`config.mk`:
```
export PLATFORM = sky130hd
export DESIGN_NAME = if_id_buffer
export DESIGN_NICKNAME = d
export VERILOG_FILES = /design/src/rtl/if_id_buffer.sv
export SDC_FILE = /design/constraint.sdc
export NUM_CORES = 1
export LEC_CHECK = 0
export ABC_CLOCK_PERIOD_IN_PS = 2400
export BUFFER_PORTS_ARGS = -buffer_cell sky130_fd_sc_hd__buf_4
export CAP_MARGIN = 5
export CORE_UTILIZATION = 45
export CTS_CLUSTER_DIAMETER = 80
export CTS_CLUSTER_SIZE = 20
export DETAILED_ROUTE_END_ITERATION = 8
export PLACE_DENSITY_LB_ADDON = 0.2
export SYNTH_ARGS = -nofsm -noshare
export SYNTH_HDL_FRONTEND = slang
export SYNTH_SLANG_ARGS = --single-unit
export TNS_END_PERCENT = 1
```
`constraint.sdc`:
```
create_clock -name clk -period 2.4 [get_ports clk]
set_input_delay 0.48 -clock clk [delete_from_list [all_inputs] [get_ports clk]]
set_output_delay 0.48 -clock clk [all_outputs]
set_load 0.03 [all_outputs]
```
`src/rtl/if_id_buffer.sv`:
```
// Two-entry IF/ID skid buffer between fetch and decode.
// It keeps FIFO order, and flush discards all buffered and incoming instructions.
module if_id_buffer #(
  parameter int unsigned    WIDTH     = 16,
  parameter int unsigned    MEM_WIDTH = 8,
  parameter logic [WIDTH-1:0] NOP     = '0
) (
  input  logic                 clk,
  input  logic                 reset,
  input  logic [WIDTH-1:0]     in_instr,
  input  logic [MEM_WIDTH-1:0] in_pc,
  input  logic                 in_valid,
  input  logic                 flush,
  input  logic                 id_stall,
  output logic [WIDTH-1:0]     out_instr,
  output logic [MEM_WIDTH-1:0] out_pc,
  output logic                 out_valid,
  output logic                 if_stall
);

  typedef enum logic [1:0] {StEmpty, StOne, StFull} state_e;

  state_e               state_q;
  logic                 wr_ptr_q;
  logic                 rd_ptr_q;
  logic [WIDTH-1:0]     mem_instr_q [2];
  logic [MEM_WIDTH-1:0] mem_pc_q    [2];

  logic push;
  logic pop;

  assign if_stall  = (state_q == StFull);
  assign out_valid = (state_q != StEmpty);
  assign push      = in_valid & ~if_stall & ~flush;
  assign pop       = out_valid & ~id_stall & ~flush;

  assign out_instr = out_valid ? mem_instr_q[rd_ptr_q] : NOP;
  assign out_pc    = out_valid ? mem_pc_q[rd_ptr_q] : '0;

  always_ff @(posedge clk) begin
    if (reset) begin
      state_q  <= StEmpty;
      wr_ptr_q <= 1'b0;
      rd_ptr_q <= 1'b0;
    end else if (flush) begin
      state_q  <= StEmpty;
      wr_ptr_q <= 1'b0;
      rd_ptr_q <= 1'b0;
    end else begin
      if (push) wr_ptr_q <= ~wr_ptr_q;
      if (pop)  rd_ptr_q <= ~rd_ptr_q;
      unique case (state_q)
        StEmpty: if (push) state_q <= StOne;
        StOne: begin
          if (push && !pop)      state_q <= StFull;
          else if (pop && !push) state_q <= StEmpty;
        end
        StFull:  if (pop) state_q <= StOne;
        default: state_q <= StEmpty;
      endcase
    end
  end

  // Storage is not reset; only the state decides what is visible.
  always_ff @(posedge clk) begin
    if (push && !reset) begin
      mem_instr_q[wr_ptr_q] <= in_instr;
      mem_pc_q[wr_ptr_q]    <= in_pc;
    end
  end

endmodule
```
==> metrics.txt <==
TritonCTS clock tree built; Clock Sinks 53; Worst-Skew Late Latency 300 ps; post-route ant nets 0; Crit path arrival time 1400 ps; Final WS setup 515 ps; LEAKAGE 0.977 nW; pins over their slew limit 0; full die area 4850 um^2; Hold Crit Class primary input to register; Ant. Diodes 0; crit start category register; Unique masters post-synth 22; DP HPWL 2410 um; Die H 69.6 um; vias in the first global route 1278; slowest CP cell dfxtp_1; Worst slew margin 77.9%; Final min period 1880 ps; GRT Total Usage 16.0%; pre-CTS setup slack 443 ps; Root Driver clkbuf_8; Synth Net Count 160; most frequent cells in the layout 59 x buf_4, 48 x edfxtp_1, 26 x nor2_1; worst hold slack 359 ps; critical-path cell list nor2_2 -> buf_4 -> nor2_1 -> buf_4; Die Wd 69.6 um; vias per cell 5.04; initial DRC count 70; Synth Warn # 0; Final Util 59.7%; Post-Syn Instances 130; Max Buffers Root-to-Sink 2; commonest non-fill, non-tap cell in the layout buf_4; Setup crit end kind output port; Final period util 78.5%; DRT Wirelength 3670 um; Core Area 4380 um^2; DRC Markers 0; Area growth syn-to-layout 27.3%; fmax 0.531 GHz; Wirelength per Cell 15.0 um; Setup Viol. Count Final 0; post-cts sizing count 0; Site Rows 24; Layout Skew 7.26 ps; drt pass-1 iters 4; initial antenna violation count 0; largest net degree at the start of global routing 28; crit-path leading delay family buffers and inverters; Crit Path Max Fanout 27; cell mode on critical path buf_4; layout cells sized above 1 35.4%; Clock Pin Slew Worst Setup and Hold Paths 90 ps; final hold vios 0; Post-Syn Area 2060 um^2; Peak supply drop 0.432 mV; Seq/Total Area, Yosys 74.9%; Buf/Inv on CP 2; H-tree depth 2; RD Place Congestion 0.787; status finished clean; Initial Utilization 46.9%; Worst Max-Slew Pin Slew 332 ps; CP required 1920 ps; FF+latch count, synth 53; RSZ-0062 raised after global routing no; nets 221; Cell Pwr Density 624 nW/um^2; Crit path largest cell delay 370 ps; Ports 55; WS Path Type register to output port; post-synthesis area per instance 15.8 um^2; Setup Buffers After CTS 0; routed vias 1230; Buffers on Ports 54; cts bufs inserted 5; setup_tns 0 ps; CTS Hold Buffers Added 0; global-route wire length before repair 5840 um; max-capacitance violation count 0; total grt overflow 0
[layer usage]
metal	vias to the layer above	track usage (%)	share of wire (%)
li1	598	-	-
met2	41	27.8	53
met4	0	6.89	1.0
met1	586	18.5	40
met3	5	4.22	5.8
met5	-	0	0
[state kept, by name, summed over array words and instances (netlist names), named ones only]
signal       flops
mem_pc_q        16
mem_instr_q     32
wr_ptr_q         1
state_q          2
rd_ptr_q         1
[power breakdown]
part	total, mW	switching [mW]	internal [mW]	leakage [nW]
clock network	0.465	0.268	0.197	0.0430
logic	0.138	0.0754	0.0629	0.458
registers	1.03	0.00554	1.02	0.477
total	1.63	0.349	1.28	0.977
[logic make-up after synthesis]
family	share of synthesized area [%]
mux	12.7
flops	74.9
buf+inv	1.82
fa+ha+maj	0.608
compound gates	1.95
simple gates	7.97
[area by class of cell]
cell class,instances,area (um^2)
Fill cell,358,1770
Sequential cell,53,1540
Multi-Input combinational cell,70,480
Timing Repair Buffer,59,443
Clock buffer,5,68.8
Tap cell,52,65.1
Clock inverter,3,12.5
Inverter,2,7.51
[final timing paths]
path	from	endpoint	slack (ps)	cells after the start
setup / recovery	state_q[1]	out_instr[15]	520	4
hold / removal	in_instr[5]	mem_instr_q[0][5]	360	1
setup reg to reg	state_q[1]	state_q[1]	620	6
hold reg to reg	wr_ptr_q	wr_ptr_q	510	2
[synth_stat cells]
| master | number | area (um^2) |
|---|---|---|
| nor3_1 | 1 | 5.00 |
| a21boi_1 | 2 | 15.0 |
| nor2_2 | 1 | 6.26 |
| dfxtp_1 | 5 | 100 |
| edfxtp_1 | 48 | 1440 |
| o211a_1 | 1 | 10.0 |
| o21ai_0 | 1 | 5.00 |
| and4_1 | 1 | 8.76 |
| nor2_1 | 27 | 101 |
| buf_2 | 3 | 15.0 |
| mux2_1 | 1 | 11.3 |
| ha_1 | 1 | 12.5 |
| mux2i_1 | 25 | 250 |
| nand2_1 | 2 | 7.51 |
| or3_1 | 3 | 18.8 |
| o21ai_1 | 1 | 5.00 |
| inv_2 | 1 | 3.75 |
| a21oi_1 | 1 | 5.00 |
| buf_4 | 2 | 15.0 |
| inv_1 | 1 | 3.75 |
| nand2b_1 | 1 | 6.26 |
| nor4bb_1 | 1 | 10.0 |
[per-stage QoR]
step                instance area (um^2)  std cells  power (mW)
floorplan                           2060        130        1.12
global placement                    2540        236        1.18
detailed placement                  2540        236        1.19
CTS                                 2620        244        1.64
global route                        2620        244        1.69
finish                              2620        244        1.63
(Power assumes the default switching activity.)
